===== src/rtl/dxm_interrupt_ctrl.sv =====
// Interrupt aggregator for the TRNG/CC register block: latches edge/level source events,
// supports write-1-to-clear, and drives NUM_OUT masked, optionally coalesced, request lines.
module dxm_interrupt_ctrl #(
    parameter int VEC_W   = 8,
    parameter int NUM_OUT = 2,
    parameter int CNT_W   = 8
) (
    input  logic                     clk,
    input  logic                     rst_n,
    input  logic [VEC_W-1:0]         src_in,
    input  logic [VEC_W-1:0]         mode,
    input  logic                     clr_status_1p,
    input  logic [VEC_W-1:0]         r_din,
    input  logic [NUM_OUT*VEC_W-1:0] mask,
    input  logic [CNT_W-1:0]         coal_thr,
    input  logic [CNT_W-1:0]         coal_tmo,
    output logic [VEC_W-1:0]         status,
    output logic [NUM_OUT-1:0]       pend,
    output logic [NUM_OUT-1:0]       int_req
);

    typedef enum logic [1:0] {
        ST_IDLE,
        ST_ACCUM,
        ST_ASSERT
    } state_e;

    logic [VEC_W-1:0]   src_d_q;
    logic [VEC_W-1:0]   status_q, status_d;
    logic [VEC_W-1:0]   edge_ev, set_vec, clr_vec;
    logic [NUM_OUT-1:0] new_ev;
    logic [NUM_OUT-1:0] int_req_q, int_req_d;
    logic               legacy;

    state_e             state_q [NUM_OUT];
    state_e             state_d [NUM_OUT];
    logic [CNT_W-1:0]   cnt_q   [NUM_OUT];
    logic [CNT_W-1:0]   cnt_d   [NUM_OUT];
    logic [CNT_W-1:0]   tmr_q   [NUM_OUT];
    logic [CNT_W-1:0]   tmr_d   [NUM_OUT];
    logic [CNT_W:0]     cnt_sum [NUM_OUT];
    logic [CNT_W:0]     tmr_inc [NUM_OUT];

    assign legacy  = (coal_thr <= CNT_W'(1));
    assign edge_ev = src_in & ~src_d_q & ~mode;
    assign set_vec = edge_ev | (mode & src_in);
    assign clr_vec = clr_status_1p ? r_din : '0;

    // Level bits mirror the source; edge bits are sticky and a new edge beats a same-cycle clear.
    assign status_d = (mode & src_in) | (~mode & ((status_q & ~clr_vec) | edge_ev));

    always_comb begin
        for (int k = 0; k < NUM_OUT; k++) begin
            pend[k]   = |(status_q & ~mask[k*VEC_W +: VEC_W]);
            new_ev[k] = |(set_vec & ~status_q & ~mask[k*VEC_W +: VEC_W]);
        end
    end

    // NOTE: every always_comb output gets a default first so no path can infer a latch.
    always_comb begin
        for (int k = 0; k < NUM_OUT; k++) begin
            state_d[k]   = state_q[k];
            cnt_d[k]     = cnt_q[k];
            tmr_d[k]     = tmr_q[k];
            cnt_sum[k]   = {1'b0, cnt_q[k]} + (CNT_W+1)'(new_ev[k]);
            tmr_inc[k]   = {1'b0, tmr_q[k]} + (CNT_W+1)'(1);
            int_req_d[k] = 1'b0;

            if (legacy) begin
                state_d[k] = ST_IDLE;
                cnt_d[k]   = '0;
                tmr_d[k]   = '0;
            end else begin
                case (state_q[k])
                    ST_IDLE: begin
                        if (new_ev[k] || pend[k]) begin
                            state_d[k] = ST_ACCUM;
                            cnt_d[k]   = CNT_W'(1);
                            tmr_d[k]   = '0;
                        end
                    end
                    ST_ACCUM: begin
                        if (tmr_q[k] != '1) tmr_d[k] = tmr_q[k] + CNT_W'(1);
                        if (new_ev[k] && (cnt_q[k] != '1)) cnt_d[k] = cnt_q[k] + CNT_W'(1);
                        if ((cnt_sum[k] >= {1'b0, coal_thr}) ||
                            ((coal_tmo != '0) && (tmr_inc[k] >= {1'b0, coal_tmo}))) begin
                            state_d[k] = ST_ASSERT;
                        end else if (!pend[k] && !new_ev[k]) begin
                            state_d[k] = ST_IDLE;
                            cnt_d[k]   = '0;
                            tmr_d[k]   = '0;
                        end
                    end
                    ST_ASSERT: begin
                        if (!pend[k] && !new_ev[k]) begin
                            state_d[k] = ST_IDLE;
                            cnt_d[k]   = '0;
                            tmr_d[k]   = '0;
                        end
                    end
                    default: begin
                        state_d[k] = ST_IDLE;
                        cnt_d[k]   = '0;
                        tmr_d[k]   = '0;
                    end
                endcase
            end

            // Registering the decode of the next state keeps the request glitch-free.
            int_req_d[k] = legacy ? pend[k] : (state_d[k] == ST_ASSERT);
        end
    end

    // NOTE: sequential state uses non-blocking assignments only, so every flop samples pre-edge values.
    always_ff @(posedge clk or negedge rst_n) begin
        if (!rst_n) begin
            src_d_q   <= '0;
            status_q  <= '0;
            int_req_q <= '0;
            // NOTE: per-output counters are a handful of flops, not a memory, so all are reset.
            for (int k = 0; k < NUM_OUT; k++) begin
                state_q[k] <= ST_IDLE;
                cnt_q[k]   <= '0;
                tmr_q[k]   <= '0;
            end
        end else begin
            src_d_q   <= src_in;
            status_q  <= status_d;
            int_req_q <= int_req_d;
            for (int k = 0; k < NUM_OUT; k++) begin
                state_q[k] <= state_d[k];
                cnt_q[k]   <= cnt_d[k];
                tmr_q[k]   <= tmr_d[k];
            end
        end
    end

    assign status  = status_q;
    assign int_req = int_req_q;

endmodule

===== config.mk =====
export PLATFORM = sky130hd
export DESIGN_NAME = dxm_interrupt_ctrl
export DESIGN_NICKNAME = d
export VERILOG_FILES = /design/src/rtl/dxm_interrupt_ctrl.sv
export SDC_FILE = /design/constraint.sdc
export NUM_CORES = 1
export LEC_CHECK = 0
export BUFFER_PORTS_ARGS = -buffer_cell sky130_fd_sc_hd__buf_2
export CAP_MARGIN = 40
export CORE_MARGIN = 4
export CORE_UTILIZATION = 60
export CTS_BUF_LIST = sky130_fd_sc_hd__clkbuf_8
export DETAILED_ROUTE_END_ITERATION = 10
export PLACE_DENSITY_LB_ADDON = 0.08
export SLEW_MARGIN = 40
export SYNTH_ARGS = -nofsm -noshare
export SYNTH_HDL_FRONTEND = slang
export SYNTH_SLANG_ARGS = --single-unit

===== constraint.sdc =====
create_clock -name clk -period 9.9 [get_ports clk]
set_clock_uncertainty 0.15 [all_clocks]
set_input_delay 0.99 -clock clk [delete_from_list [all_inputs] [get_ports clk]]
set_output_delay 0.99 -clock clk [all_outputs]
set_load 0.005 [all_outputs]

==> impl_metrics.py <==
metrics = {
    "die": {
        "ioPinCount": 71,
        "fp-row-count": 30,
        "floorplan.initialDensity_pct": 62.6,
        "die_h_um": 92.7,
        "coreArea_mm2": 0.00687,
        "die_outline_width_um": 92.7,
        "design.die.area_mm2": 0.00859,
    },
    "synthesis": {
        "syn-num-nets": 582,
        "synth_area_per_cell_um2": 8.90,
        "proportion_of_synthesized_chip_area_in_sequential_cells_pct": 31.4,
        "asyncSetResetFlopFracSynth_pct": 100,
        "number_of_distinct_library_cell_variants_in_the_gate_level_netlist_after_synthesis": 69,
        "synth.ff_latch_count": 54,
        "synth-warning-count": 0,
        "synth_flop_cell": "dfrtp_1",
        "synth-edff-count": 0,
        "mappedNetlistArea_mm2": 0.00430,
        "netlist_instances": 483,
    },
    "route": {
        "wl_met2_mm": 4.78,
        "routed_via_density": 6.05,
        "maxUsedRoutingLayer": "met4",
        "drc_errors": 0,
        "wl_per_cell_um": 15.8,
        "wl_met1_mm": 4.67,
        "met3RoutedLength_um": 590,
        "final_routed_wirelength_across_all_metal_layers_mm": 10.2,
        "antenna_violating_nets_post_route": 0,
        "via_count": 3911,
        "drt_iter0_drc": 239,
        "detailedRoute.firstPassIterationCount": 5,
    },
    "timing": {
        "final-setup-viol-count": 0,
        "final_critical_path_setup_slack_ps": 4910,
        "worst_slew_pin_tran_ps": 803,
        "period_share_pct": 50.4,
        "unrepaired_setup_endpoints_after_global_routing": "no",
        "slew_violations": 0,
        "timing.final.crit_period_ps": 4990,
        "hold-worst-slack_ps": 392,
        "hold_viol_final": 0,
        "totalNegativeSetupSlack_ps": 0,
        "fmax_mhz": 200,
        "timing.max_slew.rel_slack_pct": 46.0,
    },
    "global_route": {
        "grt_pass1_vias": 3804,
        "antenna_found_initial": 0,
        "grt_pass1_wl_mm": 17.4,
        "grt_util_all_layers_pct": 24.7,
        "grt_overflow_total": 0,
        "grt_start_max_net_pins": 55,
    },
    "critical_path": {
        "critPathKind": "primary input to register",
        "crit_required_ps": 9960,
        "cpPeakStageDelay_ps": 680,
        "top_fanout_value_on_the_critical_path": 10,
        "worst_setup_path_end_kind": "register",
        "cp_data_arrival_time_ps": 5050,
        "cpMostUsedCell": "ha_1",
        "worstPathCellList": "buf_2 -> nor2b_1 -> nor4_1 -> nor4_1 -> nand2_1 -> ha_1 -> ha_1 -> nand3_1 -> nor2_1 -> xnor2_1 -> ha_1 -> a21oi_1 -> o21ai_0 -> a221oi_1 -> o211a_2 -> a21bo_1 -> o21ai_1 -> a22o_1",
        "cpMaxStageDelayCell": "nor4_1",
        "cp-start-kind": "primary input",
    },
    "power": {
        "power.internal_uw": 527,
        "p_clk_share_pct": 17.6,
        "p_sw_share_pct": 40.6,
        "total_switching_power_uw": 360,
        "leakage_uw": 0.00232,
        "cellPowerDensity_mw_per_mm2": 183,
        "vdd_ir_drop_max_mv": 0.128,
        "power.share.combinational_pct": 45.0,
        "sequentialPowerShare_pct": 37.3,
    },
    "layout": {
        "most_common_library_cell_in_the_layout_ignoring_fill_and_taps": "buf_2",
        "final_core_util_pct": 70.5,
        "num_antenna_cells": 0,
        "final.fill_count": 577,
        "flow.area_growth_from_synthesis_pct": 12.7,
        "final_cell_mix": "buf_2, dfrtp_1, inv_1",
        "multiInputGateArea_mm2": 0.00272,
        "layout.area.seq_mm2": 0.00135,
        "nets": 648,
        "post_route_cells_drive_above_1_share_pct": 21.1,
    },
    "clock_network": {
        "postCtsResizedCells": 0,
        "worst_skew_pair.late_latency_ps": 310,
        "postCtsSetupBuffers": 0,
        "clk_transition_reported_paths_ps": 100,
        "cts_hold_repair.buffers": 0,
        "clock_tree.buffer_depth": 2,
        "cts_root_buffer": "clkbuf_8",
        "clock_tree.htree_level_count": 2,
        "cts_tree": "done",
        "numCtsBuffers": 5,
        "clock_sinks": 54,
    },
    "place": {
        "place_hpwl_mm": 8.18,
        "port_buffers": 70,
        "dp_worst_setup_slack_ps": 4610,
        "place.gp.congestion": 0.889,
    },
    "hold_path": {
        "hold_path.class": "register to register",
    },
    "run": {
        "drv_cap": 0,
    },
    "status": {
        "outcome": "complete, no violations",
    },
}
synth_stat cells (all sizes together) (4+ instances only):
library cell / instances / area, um^2
a21o: 7 / 52.6
a21oi: 28 / 140
a31oi: 5 / 31.3
and2: 9 / 58.8
and3: 7 / 43.8
buf: 9 / 53.8
clkbuf: 4 / 15.0
dfrtp: 54 / 1350
ha: 40 / 500
inv: 46 / 173
nand2: 34 / 128
nand2b: 6 / 37.5
nand3: 24 / 130
nand4: 6 / 43.8
nor2: 29 / 111
nor2b: 12 / 87.6
nor3: 9 / 61.3
nor4: 27 / 277
o211ai: 4 / 30.0
o21ai: 29 / 149
o22ai: 8 / 50.1
o32ai: 9 / 78.8
or3: 4 / 25.0
or4: 5 / 48.8
xnor2: 14 / 123
xor2: 11 / 96.3
registers in the layout (all words and copies together), names as in the netlist:
signal	cells
status	8
src_d_q	8
int_req	2
state_q	4
tmr_q	16
cnt_q	16
stage by stage:
| stage | cells | area [um^2] | power, uW |
|---|---|---|---|
| 2_1_floorplan | 483 | 4300 | 635 |
| 3_3_place_gp | 637 | 4710 | 711 |
| 3_5_place_dp | 637 | 4720 | 733 |
| 4_1_cts | 645 | 4840 | 892 |
| 5_1_grt | 646 | 4840 | 964 |
| 6_report | 646 | 4840 | 886 |
layout make-up:
cell class	instances	share of cell area (%)
Multi-Input combinational cell	370	56.1
Sequential cell	54	27.9
Timing Repair Buffer	72	7.54
Inverter	46	3.56
Tap cell	96	2.48
Clock buffer	5	1.42
Clock inverter	3	0.981
path summary, 6_finish.rpt:
path / from / endpoint / slack (ps) / cells past startpoint
min in group asynchronous: rst_n / tmr_q[11]$_DFFE_PN0P_ / 630 / 2
setup / recovery: mode[5] / tmr_q[0]$_DFFE_PN0P_ / 4910 / 18
hold reg to reg: state_q[0]$_DFF_PN0_ / cnt_q[0]$_DFFE_PN0P_ / 390 / 1
max in group asynchronous: rst_n / src_d_q[3]$_DFF_PN0_ / 8510 / 2
hold / removal: state_q[0]$_DFF_PN0_ / cnt_q[0]$_DFFE_PN0P_ / 390 / 1
setup reg to reg: src_d_q[5]$_DFF_PN0_ / tmr_q[0]$_DFFE_PN0P_ / 5340 / 17
metal layers:
| layer | track usage (%) | vias up |
|---|---|---|
| li1 | - | 1908 |
| met2 | 40.9 | 131 |
| met5 | 0 | - |
| met3 | 4.39 | 20 |
| met4 | 7.45 | 0 |
| met1 | 32.9 | 1852 |
critical path, delay by kind of cell:
family / cells / cell delay (ps)
simple gates: 6 / 1410
compound gates: 7 / 1630
xor+xnor: 1 / 170
fa+ha+maj: 3 / 710
buf+inv: 1 / 120
logic make-up (layout without fill, tap and decap cells):
| logic type | count (synthesis) | count (layout) | synth area share (%) |
|---|---|---|---|
| AOI/OAI and AO/OA | 123 | 123 | 19.5 |
| xor gates and xnor gates | 25 | 25 | 5.09 |
| adders and majority gates | 41 | 41 | 11.9 |
| buffers and inverters | 59 | 126 | 5.62 |
| DFF | 54 | 54 | 31.4 |
| muxes | 6 | 6 | 1.48 |
| and+or+nand+nor | 175 | 175 | 25.0 |
power by group through the flow:
stage                     registers, uW  clock network (uW)  logic [uW]
after detailed placement            333                   0         400
after floorplan                     303                   0         332
after global routing                339                 168         457
after global placement              332                   0         379
final                               331                 156         399
after CTS                           329                 160         403
Power figures use the tool's default switching activity.
